File: config.mk
export PLATFORM = sky130hd
export DESIGN_NAME = uart_receiver_flat
export DESIGN_NICKNAME = d
export VERILOG_FILES = /design/src/rtl/uart_pkg.sv /design/src/rtl/uart_receiver_if.sv /design/src/rtl/sync_2ff.sv /design/src/rtl/uart_receiver.sv /design/src/flat_wrapper.sv
export SDC_FILE = /design/constraint.sdc
export NUM_CORES = 1
export LEC_CHECK = 0
export BUFFER_PORTS_ARGS = -buffer_cell sky130_fd_sc_hd__buf_4
export CORE_UTILIZATION = 45
export CTS_BUF_LIST = sky130_fd_sc_hd__clkbuf_2 sky130_fd_sc_hd__clkbuf_4 sky130_fd_sc_hd__clkbuf_8
export CTS_CLUSTER_DIAMETER = 50
export CTS_CLUSTER_SIZE = 28
export DETAILED_ROUTE_END_ITERATION = 16
export SETUP_SLACK_MARGIN = 0.4
export SLEW_MARGIN = 20
export SYNTH_ARGS = -nofsm -noshare
export SYNTH_HDL_FRONTEND = slang
export SYNTH_SLANG_ARGS = --single-unit
File: constraint.sdc
create_clock -name clk -period 2.7 [get_ports clk]
set_input_delay 0.405 -clock clk [delete_from_list [all_inputs] [get_ports clk]]
set_output_delay 0.405 -clock clk [all_outputs]
set_load 0.05 [all_outputs]
File: src/rtl/uart_pkg.sv
// Shared UART definitions: receiver/transmitter state encoding and default frame geometry.
package uart_pkg;

    localparam int unsigned UART_DATA_BITS  = 8;
    localparam int unsigned UART_OVERSAMPLE = 16;

    typedef enum logic [2:0] {
        ST_IDLE,
        ST_START,
        ST_DATA,
        ST_STOP,
        ST_BREAK
    } uart_state_e;

endpackage

File: src/rtl/uart_receiver_if.sv
// Serial-in / byte-out signal bundle of the UART receiver.
interface uart_receiver_if
    import uart_pkg::*;
#(
    parameter int unsigned DATA_BITS = UART_DATA_BITS
);
    logic                 rx_tick;
    logic                 rx_serial;
    logic [DATA_BITS-1:0] rx_data;
    logic                 rx_valid;
    logic                 frame_error;
    logic                 rx_busy;

    modport master (
        output rx_tick, rx_serial,
        input  rx_data, rx_valid, frame_error, rx_busy
    );

    modport slave (
        input  rx_tick, rx_serial,
        output rx_data, rx_valid, frame_error, rx_busy
    );
endinterface

File: src/rtl/sync_2ff.sv
// Two-flop synchronizer for a single asynchronous bit with a configurable reset value.
module sync_2ff #(
    parameter logic RESET_VAL = 1'b1
) (
    input  logic clk,
    input  logic reset,
    input  logic d,
    output logic q
);
    logic meta;

    always_ff @(posedge clk) begin
        if (reset) begin
            meta <= RESET_VAL;
            q    <= RESET_VAL;
        end else begin
            meta <= d;
            q    <= meta;
        end
    end
endmodule

File: src/rtl/uart_receiver.sv
// Oversampled UART receiver: mid-bit sampling, LSB first, one stop bit, break detection.
module uart_receiver
    import uart_pkg::*;
#(
    parameter int unsigned DATA_BITS  = UART_DATA_BITS,
    parameter int unsigned OVERSAMPLE = UART_OVERSAMPLE
) (
    input  logic            clk,
    input  logic            reset,
    uart_receiver_if.slave  bus
);
    localparam int unsigned TW = $clog2(OVERSAMPLE);
    localparam int unsigned BW = $clog2(DATA_BITS + 1);
    localparam logic [TW-1:0] TICK_MID  = TW'(OVERSAMPLE / 2 - 1);
    localparam logic [TW-1:0] TICK_LAST = TW'(OVERSAMPLE - 1);
    localparam logic [BW-1:0] BIT_LAST  = BW'(DATA_BITS - 1);

    logic rxs;

    sync_2ff #(.RESET_VAL(1'b1)) u_sync (
        .clk   (clk),
        .reset (reset),
        .d     (bus.rx_serial),
        .q     (rxs)
    );

    uart_state_e          state, state_nxt;
    logic [TW-1:0]        tick_cnt, tick_nxt;
    logic [BW-1:0]        bit_cnt, bit_nxt;
    logic [DATA_BITS-1:0] shift, shift_nxt;
    logic [DATA_BITS-1:0] data_nxt;
    logic                 valid_nxt, fe_nxt;

    always_ff @(posedge clk) begin
        if (reset) begin
            state           <= ST_IDLE;
            tick_cnt        <= '0;
            bit_cnt         <= '0;
            shift           <= '0;
            bus.rx_data     <= '0;
            bus.rx_valid    <= 1'b0;
            bus.frame_error <= 1'b0;
        end else begin
            state           <= state_nxt;
            tick_cnt        <= tick_nxt;
            bit_cnt         <= bit_nxt;
            shift           <= shift_nxt;
            bus.rx_data     <= data_nxt;
            bus.rx_valid    <= valid_nxt;
            bus.frame_error <= fe_nxt;
        end
    end

    // Everything holds between ticks; pulses clear on every clk.
    always_comb begin
        state_nxt = state;
        tick_nxt  = tick_cnt;
        bit_nxt   = bit_cnt;
        shift_nxt = shift;
        data_nxt  = bus.rx_data;
        valid_nxt = 1'b0;
        fe_nxt    = 1'b0;
        if (bus.rx_tick) begin
            unique case (state)
                ST_IDLE: begin
                    if (!rxs) begin
                        tick_nxt  = '0;
                        state_nxt = ST_START;
                    end
                end
                ST_START: begin
                    if (tick_cnt == TICK_MID) begin
                        tick_nxt  = '0;
                        bit_nxt   = '0;
                        state_nxt = rxs ? ST_IDLE : ST_DATA;
                    end else begin
                        tick_nxt = tick_cnt + 1'b1;
                    end
                end
                ST_DATA: begin
                    if (tick_cnt == TICK_LAST) begin
                        tick_nxt  = '0;
                        shift_nxt = {rxs, shift[DATA_BITS-1:1]};
                        if (bit_cnt == BIT_LAST) begin
                            bit_nxt   = '0;
                            state_nxt = ST_STOP;
                        end else begin
                            bit_nxt = bit_cnt + 1'b1;
                        end
                    end else begin
                        tick_nxt = tick_cnt + 1'b1;
                    end
                end
                ST_STOP: begin
                    if (tick_cnt == TICK_LAST) begin
                        tick_nxt = '0;
                        if (rxs) begin
                            data_nxt  = shift;
                            valid_nxt = 1'b1;
                            state_nxt = ST_IDLE;
                        end else begin
                            fe_nxt    = 1'b1;
                            state_nxt = ST_BREAK;
                        end
                    end else begin
                        tick_nxt = tick_cnt + 1'b1;
                    end
                end
                ST_BREAK: begin
                    if (rxs) state_nxt = ST_IDLE;
                end
                default: state_nxt = ST_IDLE;
            endcase
        end
    end

    assign bus.rx_busy = (state != ST_IDLE);
endmodule
File: src/flat_wrapper.sv
// flat-port wrapper written by rule: the top's interface ports become plain ports
module uart_receiver_flat import uart_pkg::*;
#(
    parameter int unsigned DATA_BITS  = UART_DATA_BITS,
    parameter int unsigned OVERSAMPLE = UART_OVERSAMPLE
)
  (clk, reset, bus_rx_tick, bus_rx_serial, bus_rx_data, bus_rx_valid, bus_frame_error, bus_rx_busy);
  uart_receiver_if #(.DATA_BITS(DATA_BITS)) bus_i ();
  input  logic clk;
  input  logic reset;
  input wire logic [$bits(bus_i.rx_tick)-1:0] bus_rx_tick;
  input wire logic [$bits(bus_i.rx_serial)-1:0] bus_rx_serial;
  output wire logic [$bits(bus_i.rx_data)-1:0] bus_rx_data;
  output wire logic [$bits(bus_i.rx_valid)-1:0] bus_rx_valid;
  output wire logic [$bits(bus_i.frame_error)-1:0] bus_frame_error;
  output wire logic [$bits(bus_i.rx_busy)-1:0] bus_rx_busy;
  assign bus_i.rx_tick = bus_rx_tick;
  assign bus_i.rx_serial = bus_rx_serial;
  assign bus_rx_data = bus_i.rx_data;
  assign bus_rx_valid = bus_i.rx_valid;
  assign bus_frame_error = bus_i.frame_error;
  assign bus_rx_busy = bus_i.rx_busy;
  uart_receiver #(.DATA_BITS(DATA_BITS), .OVERSAMPLE(OVERSAMPLE)) u_core (.clk(clk), .reset(reset), .bus(bus_i));
endmodule
==> Word-level counts from Yosys, hierarchy flattened <==
Index checks and enable logic that the tools add are counted.
{ "classes": {"addsub": 2, "n_eq_ne": 13, "muxes": 19, "n_bitwise": 3, "n_reduce_logical": 11} }
{ "ops": {"columns": ["op", "n"], "rows": [
  ["$mux 4", 6],
  ["$mux 3", 7],
  ["$pmux 3 s5", 1],
  ["$pmux 4 s3", 1],
  ["$add 4x1->4 const B", 2],
  ["$eq 4x3->1 const B", 2],
  ["$ne 2x1->1 const B", 4],
  ["$pmux 4 s2", 1],
  ["$reduce_and 4->1", 2],
  ["$reduce_and 7->1", 1],
  ["$eq 3x2->1 const B", 2],
  ["$reduce_and 3->1", 2],
  ["$reduce_bool 3->1", 2],
  ["$eq 4x4->1 const B", 1],
  ["$ne 2x2->1 const B", 2],
  ["$reduce_or 4->1", 1],
  ["$eq 3x1->1 const B", 1],
  ["$eq 3x3->1 const B", 1],
  ["$logic_not 3->1", 1],
  ["$not 1->1", 3],
  ["$mux 1", 2],
  ["$mux 2", 1],
  ["$reduce_bool 2->1", 1],
  ["$reduce_or 2->1", 1]
]} }
{ "word_totals": {"reg_bits": 31, "inputBits": 4, "output_inout_bits": 11, "elab_cells": 57} }

==> Logic depth before layout (Yosys ltp) <==
Gate-level depths: netlist of run 1.
{ "depth": {"depth_word": 4, "depth_mapped": 5, "ltp_nobuf": 5} }

==> Cells and area by module <==
Synthesis of run 1 repeated with hierarchy kept, for this count alone.
{ "unflattened": {"cells_unflattened": 147, "hier_area_um2": 1376.3} }
{ "by_module_without_submodules": {"columns": ["module", "instances", "cells_each", "area_each_um2", "seq_area_each_um2"], "rows": [
  ["uart_receiver", 1, 143, 1323.8, 580.6],
  ["sync_2ff", 1, 4, 52.6, 40.0]
]} }

==> Worst setup path after synthesis of run 1 <==
Ideal clock, no wire load.
{ "synth_timing": {"kind": "flip-flop to flip-flop", "start": "register u_core.tick_cnt[0]", "end": "register u_core.tick_cnt[3]", "setup_ps": 74, "arrival_ps": 1564, "t_required_ps": 2626, "slack_ps": 1062, "stages_incl_launch_ff": 6, "path_buffers": 0, "synth_period_minus_slack_ps": 1638, "path_cell_list": "dfxtp_1 -> ha_1 -> nand3_1 -> a32oi_1 -> or4_1 -> a31oi_1"} }
{ "synth_via": {"elab_chain_len": 3, "elab_cells_between_ends": 6, "classes_between": "add/sub: 1; eq/ne: 2; mux: 3"} }
{ "synth_rtl": {"columns": ["item", "line", "rtl"], "rows": [
  ["from (decl)", "uart_receiver.sv:28", "logic [TW-1:0] tick_cnt, tick_nxt;"],
  ["from (signal assigned)", "uart_receiver.sv:45", "tick_cnt <= tick_nxt;"],
  ["$add 4x1->4, or another cell as far along", "uart_receiver.sv:77, uart_receiver.sv:91, uart_receiver.sv:106", null],
  ["$mux 4 (on tied branches)", "uart_receiver.sv:81, uart_receiver.sv:95, uart_receiver.sv:72", null],
  ["$pmux 4 s3 (*)", "uart_receiver.sv:64", "unique case (state)"]
]} }
Mark *: on every way between the ends. The rest lies on a longest branch, timed or not.
A chain may end at the register's enable or synchronous reset.

==> Final worst setup path of run 1 <==
{ "layout_timing": {"start": "register u_core.tick_cnt[0]", "end": "register u_core.bus.rx_data[6]"} }
{ "layout_via": {"elab_chain_len": 2} }
{ "layout_rtl": {"columns": ["item", "line", "rtl"], "rows": [
  ["$eq 4x4->1", "uart_receiver.sv:95", "if (tick_cnt == TICK_LAST) begin"],
  ["$reduce_and 4->1 (no source line)", null, null],
  ["to (signal assigned)", "uart_receiver.sv:48", "bus.rx_data <= data_nxt;"],
  ["to (decl)", "uart_receiver_if.sv:21", "output rx_data, rx_valid, frame_error, rx_busy"]
]} }
Every way passes these cells.

==> impl_metrics.json, run 1 <==
{
  "clock_path_buffers": 2,
  "worst-slew-pin-transition_ns": 0.664,
  "fin_nets": 167,
  "clkTransAtPathRegs_ns": 0.10,
  "wl_per_cell_um": 13.1,
  "row_count": 19,
  "die-area_sq_um": 3260,
  "gp_congestion": 0.765,
  "hpwl_mm": 1.69,
  "cp.required_ns": 2.92,
  "max_stage_delay_ns": 0.49,
  "rsz0062_at_grt": "no",
  "crit_fanout": 8,
  "cpLargestDelayFamily": "simple AND/OR/NAND/NOR gates",
  "cts_resized": 0,
  "ant_nets": 0,
  "finalHoldViolations": 0,
  "synth_warnings": 0,
  "cts_sinks": 31,
  "finalSetupViolations": 0,
  "synth_top_family_by_area": "simple AND/OR/NAND/NOR gates",
  "synth_compound_area_frac": 0.0981,
  "routed_wl_mm": 2.52,
  "grt_pass1_wl_mm": 4.41,
  "final.setup_skew_ns": 0.00635,
  "crit_slowest_cell": "nand4_1",
  "cts_hold_buf": 0,
  "min_from": "bus_rx_serial",
  "worstPathCellList": "ha_1 > and4_1 > nand4_1 > mux2i_1 > nor2_1",
  "die_h_um": 57.1,
  "tns_ns": 0,
  "min_path_type": "primary input to flop",
  "final_cell_mix": "dfxtp_1, nor2_1, mux2i_1, buf_4, a21oi_1",
  "crit_buf_inv": 0,
  "synth_area_sq_um": 1370,
  "antenna_cells": 0,
  "ys_seq_area_frac": 0.455,
  "final.setup.worst_slack_ns": 0.750,
  "dp_worst_setup_slack_ns": 0.720,
  "synth-seq-cells": 31,
  "synthToLayoutAreaGrowth_pct": 13.2,
  "multi_input_area_sq_um": 697,
  "final_common_cell": "dfxtp_1",
  "ir_worst_vdd_uv": 378,
  "fin_crit_sh": 0.722,
  "grt_start_max_net_pins": 33,
  "postSynthAreaPerCell_sq_um": 9.29,
  "firstDrtPassIters": 4,
  "clock_latency_ns": 0.33,
  "slew-limit-headroom": 0.557,
  "syn_inst": 147,
  "core_area_sq_um": 2810,
  "synth_simple_gate_area_frac": 0.270,
  "regToRegStartpoint": "u_core.tick_cnt[0]$_SDFFE_PP0P_",
  "gr-usage-all-layers": 0.177,
  "die_w_um": 57.1,
  "synthMuxAreaShare": 0.117,
  "finalMaxSlewViolations": 0,
  "status": "finished clean",
  "synth_nets": 153,
  "synth.distinct_cells": 36,
  "cts_tree": "built",
  "crit_type": "flop to flop",
  "ff_latch_area_sq_um": 621,
  "drc_errors": 0,
  "synth_xor_area_frac": 0.00642,
  "fin_crit_ns": 1.95,
  "via_count": 1091,
  "nFillCells": 263,
  "clock.fmax_ghz": 0.513,
  "numCtsBuffers": 5,
  "arrival_ns": 2.17,
  "maxCapViolCount": 0,
  "grt_antenna_before_repair": 0,
  "initial_core_util": 0.487,
  "leakage_uw": 0.000649,
  "first_global_vias": 969,
  "grt-ovfl-total": 0,
  "portBuffers": 14,
  "htreeDepth": 2,
  "start_kind": "flop",
  "via_per_inst": 5.65,
  "cellPowerDensity_nw_per_um2": 530,
  "drt_iter0_drc": 31,
  "postCtsSetupBuffers": 0,
  "drive_gt1_frac": 0.173,
  "synthAdderAreaFrac": 0.0183,
  "num_io_pins": 15,
  "end_kind": "flop",
  "root_buffer": "clkbuf_4",
  "startpoint": "u_core.tick_cnt[0]$_SDFFE_PP0P_"
}
## routing by layer
metal | GRT usage | vias up | part of all wire
li1 | - | 555 | -
met1 | 0.234 | 512 | 0.49
met2 | 0.266 | 19 | 0.46
met3 | 0.0680 | 5 | 0.038
met4 | 0.0627 | 0 | 0.014
met5 | 0 | - | 0
## area by class of cell
class | count | area share
Sequential cell | 31 | 0.402
Timing Repair Buffer | 14 | 0.0680
Clock buffer | 7 | 0.0421
Tap cell | 31 | 0.0251
Inverter | 3 | 0.00729
Multi-Input combinational cell | 106 | 0.451
Clock inverter | 1 | 0.00486
## final timing paths
path	end	slack, ns	depth (start not counted)
max	u_core.bus.rx_data[6]$_SDFFE_PP0P_	0.75	5
min reg2reg	u_core.u_sync.q$_SDFF_PP1_	0.42	1
max reg2reg	u_core.bus.rx_data[6]$_SDFFE_PP0P_	0.75	5
min	u_core.u_sync.meta$_SDFF_PP1_	0.26	2
## cell usage after synthesis
cell type	n	area share
dfxtp_1	31	0.45
nor2_1	22	0.060
mux2i_1	16	0.12
a21oi_1	8	0.029
nand2_1	7	0.019
nand3_1	7	0.026
clkbuf_1	4	0.011
nor3_1	4	0.015
inv_1	3	0.0082
nand3b_1	3	0.016
nand4_1	3	0.014
nor3b_1	3	0.016
o21ai_0	3	0.011
or2_2	3	0.014
a211o_1	2	0.013
a31oi_1	2	0.0092
buf_2	2	0.0073
ha_1	2	0.018
nand2b_1	2	0.0092
nor2b_1	2	0.0092
o2111a_1	2	0.016
or4_1	2	0.011
a221oi_1	1	0.0064
a32oi_1	1	0.0064
and2_1	1	0.0046
and3_1	1	0.0046
and3b_2	1	0.0073
and4_1	1	0.0064
buf_6	1	0.0082
nand4b_1	1	0.0064
nor3_4	1	0.012
nor4b_1	1	0.0064
o2111ai_1	1	0.0064
or3_1	1	0.0046
or3b_4	1	0.0082
xor2_1	1	0.0064
## kinds of logic (layout without fill, tap and decap cells)
family	count (synthesis)	count (layout)
compound gates	20	20
xor+xnor	1	1
fa+ha+maj	2	2
buf+inv	10	25
flops	31	31
mux	16	16
simple gates	67	67
## flip-flops by register name, indices dropped and copies added (netlist names)
name / cells
u_core.tick_cnt: 4
u_core.bus.rx_data: 8
u_core.state: 3
u_core.shift: 8
u_core.bit_cnt: 4
u_core.u_sync.q: 1
u_core.bus.frame_error: 1
u_core.u_sync.meta: 1
u_core.bus.rx_valid: 1
## power by group
group          leakage [uW]  switching, uW  internal, uW
combinational      0.000361           25.6          12.7
sequential         0.000250           4.27           460
clock             0.0000375            165           152
total              0.000649            195           625
## metrics by stage
step | hold WS, ns | power (uW) | utilization | area [sq um] | std cells
4_1_cts | 0.239 | 833 | 0.551 | 1550 | 193
3_5_place_dp | 0.398 | 513 | 0.525 | 1470 | 185
5_1_grt | 0.231 | 854 | 0.551 | 1550 | 193
6_report | 0.257 | 819 | 0.551 | 1550 | 193
3_3_place_gp | 0.395 | 512 | 0.525 | 1470 | 185
2_1_floorplan | 0.389 | 504 | - | 1370 | 147
## worst register-to-register path: stages (launching register included)
cell     delay (ns)
dfxtp_1        0.38
ha_1           0.30
and4_1         0.29
nand4_1        0.50
mux2i_1        0.32
nor2_1         0.06
No activity file was read; power rests on OpenSTA's default activity.
==> inputs of run 2 (changes only) <==
Clock period 2.7 ns to 1.8 ns, I/O delays scaled along.
==> run 2 against run 1 <==
Against the previous run: the flow now finishes with violations (design-rule violations); sequential share of layout area shrank 6.3 points; total power is 65% higher; highest routed layer unchanged; first-iteration DRC count decreased by 23%; routed wire length is 26% higher; maximum frequency is 29% higher; global-route usage up 3.4 points; die area unchanged; clock power is 82% higher; clock skew decreased by 0.00073 ns; cell count up 12%; largest cell class unchanged; sequential cell count stayed put; non-clock buffer count rose by 24.
==> impl_metrics.json, run 2 (synthesized netlist as in run 1, its figures left out) <==
{
  "holdWs_ns": 0.109,
  "synthToLayoutAreaGrowth_pct": 38.4,
  "final.setup_skew_ns": 0.00563,
  "via_per_inst": 5.60,
  "slew-limit-headroom": 0.734,
  "grt-ovfl-total": 0,
  "die-area_sq_um": 3260,
  "finalHoldViolations": 0,
  "violations": "design-rule violations",
  "gp_congestion": 0.791,
  "drc_errors": 2,
  "ant_nets": 0,
  "drt_iter0_drc": 24,
  "die_h_um": 57.1,
  "final_cell_mix": "buf_4, dfxtp_1, nor2_1, mux2i_1, a21oi_1",
  "end_kind": "flop",
  "grt_pass1_wl_mm": 5.13,
  "status": "finished, violations left",
  "ir_worst_vdd_uv": 587,
  "die_w_um": 57.1,
  "maxCapViolCount": 0,
  "grt_antenna_before_repair": 0,
  "via_count": 1215,
  "fin_crit_ns": 1.52,
  "cp.required_ns": 2.02,
  "rsz0062_at_grt": "yes",
  "core_area_sq_um": 2810,
  "worst-slew-pin-transition_ns": 0.396,
  "clkTransAtPathRegs_ns": 0.10,
  "hpwl_mm": 1.93,
  "crit_fanout": 8,
  "initial_core_util": 0.487,
  "grt_start_max_net_pins": 33,
  "numCtsBuffers": 5,
  "min_from": "bus_rx_serial",
  "antenna_cells": 0,
  "layout.cells.non_filler": 217,
  "max_stage_delay_ns": 0.42,
  "crit_slowest_cell": "dfxtp_4",
  "first_global_vias": 1147,
  "cellPowerDensity_nw_per_um2": 717,
  "fin_nets": 191,
  "final_common_cell": "buf_4",
  "portBuffers": 14,
  "wl_per_cell_um": 14.7,
  "cts_sinks": 31,
  "root_buffer": "clkbuf_4",
  "crit_buf_inv": 1,
  "drive_gt1_frac": 0.398,
  "finalSetupViolations": 0,
  "crit_type": "flop to flop",
  "start_kind": "flop",
  "worstPathCellList": "or3b_4 > nor3_4 > buf_12 > mux2i_2 > nor2_1",
  "startpoint": "u_core.state[1]$_SDFFE_PP0P_",
  "reg_top3": "u_core.bus.rx_data (8), u_core.shift (8)",
  "htreeDepth": 2,
  "num_io_pins": 15,
  "cts_tree": "built",
  "clock_path_buffers": 2,
  "clock_latency_ns": 0.34,
  "firstDrtPassIters": 10,
  "row_count": 19,
  "regToRegStartpoint": "u_core.state[1]$_SDFFE_PP0P_",
  "gr-usage-all-layers": 0.212,
  "cpLargestDelayFamily": "simple AND/OR/NAND/NOR gates",
  "tns_ns": 0,
  "finalMaxSlewViolations": 0,
  "rrSetupSlack_ns": 0.28,
  "fin_crit_sh": 0.843,
  "min_path_type": "primary input to flop",
  "leakage_uw": 0.000795,
  "clock.fmax_ghz": 0.659,
  "dp_cells": 192,
  "arrival_ns": 1.74,
  "routed_wl_mm": 3.19
}
[run 2: changes by cell type in the layout (fill, tap and decap cells not counted), sizes merged]
cell and change:
clkbuf -1, buf +24, clkinvlp -1, bufinv +1
clkinv +1
[run 2: worst reg2reg max path, cell delays in order (launching register included)]
cell and delay, ns:
dfxtp_4 0.42, or3b_4 0.41, nor3_4 0.16, buf_12 0.16, mux2i_2 0.20, nor2_1 0.05
[run 2: cell type report]
cell class | instances | area, sq um
inverters | 3 | 11.3
fillers | 229 | 916
clock buffers | 6 | 51.3
repair buffers | 38 | 307
clock inverters | 2 | 35.0
flip-flops and latches | 31 | 639
well taps | 31 | 38.8
multi-input cells | 106 | 807
[run 2: repair_timing]
action | 4_1_cts | 5_1_grt
pin swaps | 9 | 9
endpoints found under the setup margin | 27 | 26
resized for setup | 22 | 7
hold buffers | 0 | 0
buffers inserted | 14 | 3
[run 2: power breakdown]
part	switching [uW]	internal, uW	total (uW)
combinational	46.4	38.4	84.8
sequential	7.56	687	694
clock	248	328	576
[run 2: final timing paths]
| path | end | cells after the start |
|---|---|---|
| setup / recovery | u_core.shift[1]$_SDFFE_PP0P_ | 5 |
| hold / removal | u_core.u_sync.meta$_SDFF_PP1_ | 2 |
| setup reg to reg | u_core.shift[1]$_SDFFE_PP0P_ | 5 |
| hold reg to reg | u_core.u_sync.q$_SDFF_PP1_ | 1 |
[run 2: per-layer routing]
layer | part of all wire | global-route usage | wire [um]
met1 | 0.43 | 0.237 | 1370
met5 | 0 | 0 | 0
met2 | 0.50 | 0.361 | 1580
met4 | 0.037 | 0.111 | 118
met3 | 0.035 | 0.0635 | 113
[run 2: through the flow]
step | power [uW] | worst slack (ns) | cell area, sq um | utilization
6_report | 1360 | 0.283 | 1890 | 0.674
5_1_grt | 1410 | 0.207 | 1890 | 0.674
4_1_cts | 1360 | 0.275 | 1840 | 0.656
3_5_place_dp | 775 | 0.153 | 1570 | 0.558
3_3_place_gp | 773 | 0.228 | 1570 | 0.558
2_1_floorplan | 758 | 0.274 | 1390 | -
